==> config.mk <==
export PLATFORM = sky130hd
export DESIGN_NAME = gpu_cmd_queue_flat
export DESIGN_NICKNAME = d
export VERILOG_FILES = /design/src/rtl/gpu_cmd_queue_if.sv /design/src/rtl/gpu_cmd_queue.sv /design/src/flat_wrapper.sv
export SDC_FILE = /design/constraint.sdc
export NUM_CORES = 1
export LEC_CHECK = 0
export BUFFER_PORTS_ARGS = -buffer_cell sky130_fd_sc_hd__buf_2
export CAP_MARGIN = 20
export CELL_PAD_IN_SITES_DETAIL_PLACEMENT = 0
export CELL_PAD_IN_SITES_GLOBAL_PLACEMENT = 1
export CORE_AREA = 2 2 445 226
export DETAILED_ROUTE_END_ITERATION = 6
export DIE_AREA = 0 0 447 228
export PLACE_DENSITY = 0.85
export REMOVE_ABC_BUFFERS = 1
export SYNTH_ARGS = -nofsm -noshare
export SYNTH_HDL_FRONTEND = slang
export SYNTH_SLANG_ARGS = --single-unit
==> constraint.sdc <==
create_clock -name clk -period 13 [get_ports clk]
set_input_delay 1.95 -clock clk [delete_from_list [all_inputs] [get_ports clk]]
set_output_delay 1.95 -clock clk [all_outputs]
set_load 0.1 [all_outputs]
==> src/rtl/gpu_cmd_queue_if.sv <==
// CPU-side command push bus: one command per valid&&ready beat, fields qualified by cmd_valid.
interface gpu_cmd_queue_if #(
    parameter int XW = 11,
    parameter int YW = 10
);
    logic          cmd_valid;
    logic          cmd_ready;
    logic          cmd_op;
    logic [31:0]   cmd_address;
    logic [15:0]   cmd_address_x;
    logic [15:0]   cmd_address_y;
    logic [15:0]   cmd_image_width;
    logic [XW-1:0] cmd_width;
    logic [YW-1:0] cmd_height;
    logic [XW-1:0] cmd_x;
    logic [YW-1:0] cmd_y;
    logic [15:0]   cmd_color;

    modport master (
        output cmd_valid, cmd_op, cmd_address, cmd_address_x, cmd_address_y,
               cmd_image_width, cmd_width, cmd_height, cmd_x, cmd_y, cmd_color,
        input  cmd_ready
    );

    modport slave (
        input  cmd_valid, cmd_op, cmd_address, cmd_address_x, cmd_address_y,
               cmd_image_width, cmd_width, cmd_height, cmd_x, cmd_y, cmd_color,
        output cmd_ready
    );
endinterface

==> src/rtl/gpu_cmd_queue.sv <==
// Command FIFO + sequencer feeding the GPU: push-to-strobe 2 cycles, cmd_ready drops only when full.
// Optional GPU_CMDQ_STATS_EN adds stat_cmds / stat_full counters.
module gpu_cmd_queue #(
    parameter int DEPTH     = 8,
    parameter int FB_WIDTH  = 400,
    parameter int FB_HEIGHT = 240,
    parameter int XW        = $clog2(FB_WIDTH) + 2,
    parameter int YW        = $clog2(FB_HEIGHT) + 2
) (
    input  logic                     clk,
    input  logic                     reset,
    gpu_cmd_queue_if.slave           cmd,
    output logic                     gpu_enable,
    output logic [31:0]              ctrl_address,
    output logic [15:0]              ctrl_address_x,
    output logic [15:0]              ctrl_address_y,
    output logic [15:0]              ctrl_image_width,
    output logic [XW-1:0]            ctrl_width,
    output logic [YW-1:0]            ctrl_height,
    output logic [XW-1:0]            ctrl_x,
    output logic [YW-1:0]            ctrl_y,
    output logic [15:0]              ctrl_clear_color,
    output logic                     ctrl_draw,
    output logic                     ctrl_clear,
    input  logic                     gpu_busy,
    output logic [$clog2(DEPTH):0]   queue_level,
    output logic                     idle,
    output logic                     err_timeout
`ifdef GPU_CMDQ_STATS_EN
    ,
    output logic [31:0]              stat_cmds,
    output logic [31:0]              stat_full
`endif
);
    localparam int AW = $clog2(DEPTH);

    typedef struct packed {
        logic          op;
        logic [31:0]   address;
        logic [15:0]   address_x;
        logic [15:0]   address_y;
        logic [15:0]   image_width;
        logic [XW-1:0] width;
        logic [YW-1:0] height;
        logic [XW-1:0] x;
        logic [YW-1:0] y;
        logic [15:0]   color;
    } entry_t;

    typedef enum logic [2:0] {IDLE, SETUP, STROBE, WAIT_ACK, WAIT_DONE} state_t;

    entry_t        mem [DEPTH];
    entry_t        head;
    logic [AW:0]   wr_ptr, rd_ptr;
    logic          full, empty, push, pop;
    logic          cur_op;
    logic [1:0]    ack_cnt;
    logic          set_err;
    state_t        state, state_nxt;

    assign empty       = (wr_ptr == rd_ptr);
    assign full        = (wr_ptr[AW] != rd_ptr[AW]) && (wr_ptr[AW-1:0] == rd_ptr[AW-1:0]);
    assign cmd.cmd_ready = !full;
    assign push        = cmd.cmd_valid && !full;
    assign pop         = (state == IDLE) && !empty;
    assign queue_level = wr_ptr - rd_ptr;
    assign idle        = empty && (state == IDLE);
    assign head        = mem[rd_ptr[AW-1:0]];

    always_ff @(posedge clk) begin
        if (push) begin
            mem[wr_ptr[AW-1:0]] <= '{op:          cmd.cmd_op,
                                     address:     cmd.cmd_address,
                                     address_x:   cmd.cmd_address_x,
                                     address_y:   cmd.cmd_address_y,
                                     image_width: cmd.cmd_image_width,
                                     width:       cmd.cmd_width,
                                     height:      cmd.cmd_height,
                                     x:           cmd.cmd_x,
                                     y:           cmd.cmd_y,
                                     color:       cmd.cmd_color};
        end
    end

    always_comb begin
        state_nxt = state;
        set_err   = 1'b0;
        case (state)
            IDLE:      if (!empty) state_nxt = SETUP;
            SETUP:     state_nxt = STROBE;
            STROBE:    state_nxt = gpu_busy ? WAIT_DONE : WAIT_ACK;
            WAIT_ACK: begin
                if (gpu_busy) begin
                    state_nxt = WAIT_DONE;
                end else if (ack_cnt == 2'd3) begin
                    state_nxt = IDLE;
                    set_err   = 1'b1;
                end
            end
            WAIT_DONE: if (!gpu_busy) state_nxt = IDLE;
            default:   state_nxt = IDLE;
        endcase
    end

    always_ff @(posedge clk) begin
        gpu_enable <= ~reset;
        if (reset) begin
            state            <= IDLE;
            wr_ptr           <= '0;
            rd_ptr           <= '0;
            cur_op           <= 1'b0;
            ack_cnt          <= '0;
            err_timeout      <= 1'b0;
            ctrl_draw        <= 1'b0;
            ctrl_clear       <= 1'b0;
            ctrl_address     <= '0;
            ctrl_address_x   <= '0;
            ctrl_address_y   <= '0;
            ctrl_image_width <= '0;
            ctrl_width       <= '0;
            ctrl_height      <= '0;
            ctrl_x           <= '0;
            ctrl_y           <= '0;
            ctrl_clear_color <= '0;
        end else begin
            state <= state_nxt;
            if (push) wr_ptr <= wr_ptr + 1'b1;
            // Popping on the load edge frees the slot while the command is still in flight.
            if (pop) begin
                rd_ptr           <= rd_ptr + 1'b1;
                cur_op           <= head.op;
                ctrl_address     <= head.address;
                ctrl_address_x   <= head.address_x;
                ctrl_address_y   <= head.address_y;
                ctrl_image_width <= head.image_width;
                ctrl_width       <= head.width;
                ctrl_height      <= head.height;
                ctrl_x           <= head.x;
                ctrl_y           <= head.y;
                ctrl_clear_color <= head.op ? head.color : 16'h0000;
            end
            ack_cnt    <= (state == WAIT_ACK) ? ack_cnt + 2'd1 : 2'd0;
            ctrl_draw  <= (state_nxt == STROBE) && !cur_op;
            ctrl_clear <= (state_nxt == STROBE) && cur_op;
            if (set_err) err_timeout <= 1'b1;
        end
    end

`ifdef GPU_CMDQ_STATS_EN
    always_ff @(posedge clk) begin
        if (reset) begin
            stat_cmds <= '0;
            stat_full <= '0;
        end else begin
            if ((state == WAIT_DONE) && !gpu_busy) stat_cmds <= stat_cmds + 32'd1;
            if (cmd.cmd_valid && full)            stat_full <= stat_full + 32'd1;
        end
    end
`endif
endmodule

==> src/flat_wrapper.sv <==
// flat-port wrapper written by rule: the top's interface ports become plain ports
module gpu_cmd_queue_flat 
#(
    parameter int DEPTH     = 8,
    parameter int FB_WIDTH  = 400,
    parameter int FB_HEIGHT = 240,
    parameter int XW        = $clog2(FB_WIDTH) + 2,
    parameter int YW        = $clog2(FB_HEIGHT) + 2
)
  (clk, reset, gpu_enable, ctrl_address, ctrl_address_x, ctrl_address_y, ctrl_image_width, ctrl_width, ctrl_height, ctrl_x, ctrl_y, ctrl_clear_color, ctrl_draw, ctrl_clear, gpu_busy, queue_level, idle, err_timeout, cmd_cmd_valid, cmd_cmd_op, cmd_cmd_address, cmd_cmd_address_x, cmd_cmd_address_y, cmd_cmd_image_width, cmd_cmd_width, cmd_cmd_height, cmd_cmd_x, cmd_cmd_y, cmd_cmd_color, cmd_cmd_ready);
  gpu_cmd_queue_if #(.XW(XW), .YW(YW)) cmd_i ();
  input  logic clk;
  input  logic reset;
  output logic gpu_enable;
  output logic [31:0] ctrl_address;
  output logic [15:0] ctrl_address_x;
  output logic [15:0] ctrl_address_y;
  output logic [15:0] ctrl_image_width;
  output logic [XW-1:0] ctrl_width;
  output logic [YW-1:0] ctrl_height;
  output logic [XW-1:0] ctrl_x;
  output logic [YW-1:0] ctrl_y;
  output logic [15:0] ctrl_clear_color;
  output logic ctrl_draw;
  output logic ctrl_clear;
  input  logic gpu_busy;
  output logic [$clog2(DEPTH):0] queue_level;
  output logic idle;
  output logic err_timeout;
  input wire logic [$bits(cmd_i.cmd_valid)-1:0] cmd_cmd_valid;
  input wire logic [$bits(cmd_i.cmd_op)-1:0] cmd_cmd_op;
  input wire logic [$bits(cmd_i.cmd_address)-1:0] cmd_cmd_address;
  input wire logic [$bits(cmd_i.cmd_address_x)-1:0] cmd_cmd_address_x;
  input wire logic [$bits(cmd_i.cmd_address_y)-1:0] cmd_cmd_address_y;
  input wire logic [$bits(cmd_i.cmd_image_width)-1:0] cmd_cmd_image_width;
  input wire logic [$bits(cmd_i.cmd_width)-1:0] cmd_cmd_width;
  input wire logic [$bits(cmd_i.cmd_height)-1:0] cmd_cmd_height;
  input wire logic [$bits(cmd_i.cmd_x)-1:0] cmd_cmd_x;
  input wire logic [$bits(cmd_i.cmd_y)-1:0] cmd_cmd_y;
  input wire logic [$bits(cmd_i.cmd_color)-1:0] cmd_cmd_color;
  output wire logic [$bits(cmd_i.cmd_ready)-1:0] cmd_cmd_ready;
  assign cmd_i.cmd_valid = cmd_cmd_valid;
  assign cmd_i.cmd_op = cmd_cmd_op;
  assign cmd_i.cmd_address = cmd_cmd_address;
  assign cmd_i.cmd_address_x = cmd_cmd_address_x;
  assign cmd_i.cmd_address_y = cmd_cmd_address_y;
  assign cmd_i.cmd_image_width = cmd_cmd_image_width;
  assign cmd_i.cmd_width = cmd_cmd_width;
  assign cmd_i.cmd_height = cmd_cmd_height;
  assign cmd_i.cmd_x = cmd_cmd_x;
  assign cmd_i.cmd_y = cmd_cmd_y;
  assign cmd_i.cmd_color = cmd_cmd_color;
  assign cmd_cmd_ready = cmd_i.cmd_ready;
  gpu_cmd_queue #(.DEPTH(DEPTH), .FB_WIDTH(FB_WIDTH), .FB_HEIGHT(FB_HEIGHT), .XW(XW), .YW(YW)) u_core (.clk(clk), .reset(reset), .cmd(cmd_i), .gpu_enable(gpu_enable), .ctrl_address(ctrl_address), .ctrl_address_x(ctrl_address_x), .ctrl_address_y(ctrl_address_y), .ctrl_image_width(ctrl_image_width), .ctrl_width(ctrl_width), .ctrl_height(ctrl_height), .ctrl_x(ctrl_x), .ctrl_y(ctrl_y), .ctrl_clear_color(ctrl_clear_color), .ctrl_draw(ctrl_draw), .ctrl_clear(ctrl_clear), .gpu_busy(gpu_busy), .queue_level(queue_level), .idle(idle), .err_timeout(err_timeout));
endmodule
==> impl_metrics.ini <==
[timing]
tightest_slew_ps = 1130
min_period_ps = 4380
hold_viol = 0
tns_ps = 0
finalSetupViolations = 0
slew_violations = 0
clock.fmax_mhz = 228
period_share = 0.337
setup_ws_ps = 8620
rsz0062_at_grt = no
fin_skew_ps = 24.2
slew_headroom = 0.249

[power]
peakVddDrop_mv = 0.154
powerDensity_nw_per_um2 = 214
power.leakage_uw = 0.0171
switchingPower_uw = 4120
p_int_uw = 7280
switching_share = 0.362
clock_power_share = 0.279
power_frac_seq = 0.433
comb_power_share = 0.287

[global_routing]
grt_pass1_vias = 22800
grt_max_degree = 159
grt_overflow = 0
grtUsageTotal = 0.192
grt_pass1_wl_um = 146000
antenna_found_initial = 35

[floorplan]
io_pins = 291
die_h_um = 228
start_util = 0.474
die_area_um2 = 102000
die_w_um = 447
core_um2 = 98700
core.rowCount = 82

[logic_synthesis]
synth_compound_area_frac = 0.0319
synth.distinct_cells = 40
synth_ff_type = edfxtp_1
synth_top_family_by_area = multiplexers
synth.area.mux_share = 0.164
synthSimpleGateAreaFrac = 0.00518
synth_xor_area_frac = 0.00147
ys_warn_count = 0
syn_avg_cell_area_um2 = 21.6
syn_inst = 2166
yosysSeqAreaShare = 0.781
synth_edf_count = 1112
synth_area_um2 = 46800
synth-seq-cells = 1271
synthAdderAreaFrac = 0.00203
async_flop_share = 0

[drt]
detail_route.first_pass.iterations = 5
postRouteWirelength_um = 97900
via_per_inst = 5.63
vias = 22100
wl_per_cell_um = 25.0
antenna_left = 0
drt_iter0_markers = 1896
drc_errors = 0

[worst_hold_path]
hold_depth = 1
hp-start = u_core.ack_cnt[0]
worstHoldEndpoint = u_core.ack_cnt[0]
holdCritPathClass = reg -> reg

[clock_network]
htree_levels = 3
numCtsBuffers = 104
cts_sinks = 1271
cts_tree = yes
path_clk_slew_ps = 70
root_buffer = clkbuf_16
post_cts_resized = 0
cts_buffer_depth = 3
holdBufCountCts = 0
post_cts.repair.setup_buffers = 0
insertion_delay_ps = 690

[finish]
design_area_um2 = 53300
finalNetCount = 2622
area_growth_pct = 13.8
nFillCells = 7452
layout.cells.non_filler = 3920
utilization = 0.540
layout-drive-gt1-share = 0.304

[place]
routabilityCongestion = 0.760
hpwl_um = 53300
place_ws_ps = 8210
portBuffers = 290
dp_cells = 3705
dpl_cell_area_um2 = 49600

[job]
maxCapViolations = 0

[critical_path]
cp-end-kind = primary output
crit_type = reg -> out
startpoint_type = flip-flop
ff2ff_setup_slack_ps = 8690
crit_path_start = u_core.rd_ptr[1]
r2r_end = u_core.ctrl_address[30]
cp_data_required_time_ps = 11050
worst-path-max-fanout = 5
rr_worst_depth = 7
cp.arrival_ps = 2430

[outcome]
status = finished, final reports clean
stage by stage:
step	total power, uW	hold slack [ps]
6_report	11400	429
5_1_grt	11800	455
4_1_cts	11500	433
3_5_place_dp	8330	424
3_3_place_gp	8300	414
2_1_floorplan	7980	403
final cells by class:
cell class              count  area (um^2)  share of cell area
well taps                1344         1680              0.0316
flip-flops and latches   1271        36600               0.687
clock buffers             139         2830              0.0530
clock inverters            57          643              0.0121
repair buffers            323         1850              0.0347
diodes                     14         35.0            0.000658
inverters                  10         40.0            0.000752
multi-input cells         762         9620               0.180
per-layer routing:
metal	global-route usage	part of all wire	vias to the layer above
li1	-	-	9602
met3	0.0431	0.068	164
met4	0.0542	0.020	36
met2	0.315	0.50	697
met5	0	0.0025	-
met1	0.260	0.41	11600
cells in the final DEF (no fill, tap or decap), types with 10 or more instances in the layout:
cell type	netlist	layout
mux4_2	276	276
nor2_1	16	10
clkbuf_1	27	27
a21oi_1	130	130
dfxtp_1	159	156
clkinv_2	0	20
mux2i_1	143	143
o21ai_0	109	109
o21ai_1	16	16
diode_2	0	14
buf_2	71	290
clkinv_1	0	10
edfxtp_1	1112	1112
buf_4	24	24
o2bb2ai_1	16	16
nand2_1	10	10
bufinv_16	0	12
clkbuf_16	0	105
flip-flops by register name (all words and copies together) (netlist names), 10 cells and up, named ones only:
signal                   count
u_core.ctrl_x               11
u_core.ctrl_height          10
u_core.ctrl_address_x       16
u_core.mem                1112
u_core.ctrl_clear_color     16
u_core.ctrl_address_y       16
u_core.ctrl_image_width     16
u_core.ctrl_width           11
u_core.ctrl_y               10
u_core.ctrl_address         32
Yosys cell counts, types with 2 or more instances:
cell | n | area (um^2)
edfxtp_1 | 1112 | 33400
mux4_2 | 276 | 6220
dfxtp_1 | 159 | 3180
mux2i_1 | 143 | 1430
a21oi_1 | 130 | 651
o21ai_0 | 109 | 546
buf_2 | 71 | 355
clkbuf_1 | 27 | 101
buf_4 | 24 | 180
nor2_1 | 16 | 60.1
o21ai_1 | 16 | 80.1
o2bb2ai_1 | 16 | 140
nand2_1 | 10 | 37.5
inv_1 | 9 | 33.8
ha_1 | 6 | 75.1
nor3_1 | 6 | 30.0
nand3_1 | 4 | 20.0
and3_1 | 3 | 18.8
o211ai_1 | 3 | 22.5
xnor2_1 | 3 | 26.3
xor2_1 | 3 | 26.3
a21o_1 | 2 | 15.0
worst max-delay path, cell delays in order, from the launching register on:
cell and delay, ps:
dfxtp_1 440, inv_1 70, ha_1 320, a21o_1 160, a21oi_1 170, xnor2_1 130, buf_2 440
kinds of logic (layout without fill, tap and decap cells):
| kind of cell | after synthesis | in the layout |
|---|---|---|
| adder cells (fa/ha/maj) | 7 | 7 |
| multiplexers | 420 | 420 |
| buffers and inverters | 133 | 529 |
| flip-flops | 1271 | 1271 |
| AO/OA/AOI/OAI | 280 | 280 |
| XOR/XNOR | 7 | 7 |
| other | 0 | 14 |
| AND/OR/NAND/NOR | 48 | 48 |
worst max-delay path by stage:
stage                                         end  slack, ps  depth (start not counted)
after global placement          u_core.mem[3][44]       8310                          4
after global routing      u_core.ctrl_address[30]       8230                          7
final                              queue_level[3]       8620                          6
after CTS                 u_core.ctrl_address[30]       8230                          6
after detailed placement        u_core.mem[3][36]       8210                          4
after floorplan            u_core.ctrl_address[0]        420                          3
power by group through the flow:
stage,Clock [uW],Combinational [uW],Sequential [uW]
finish,3190,3280,4940
global route,3410,3430,4980
CTS,3260,3310,4950
detailed placement,0,3300,5030
global placement,0,3270,5030
floorplan,0,1280,6700
No activity file was read; power rests on OpenSTA's default activity.
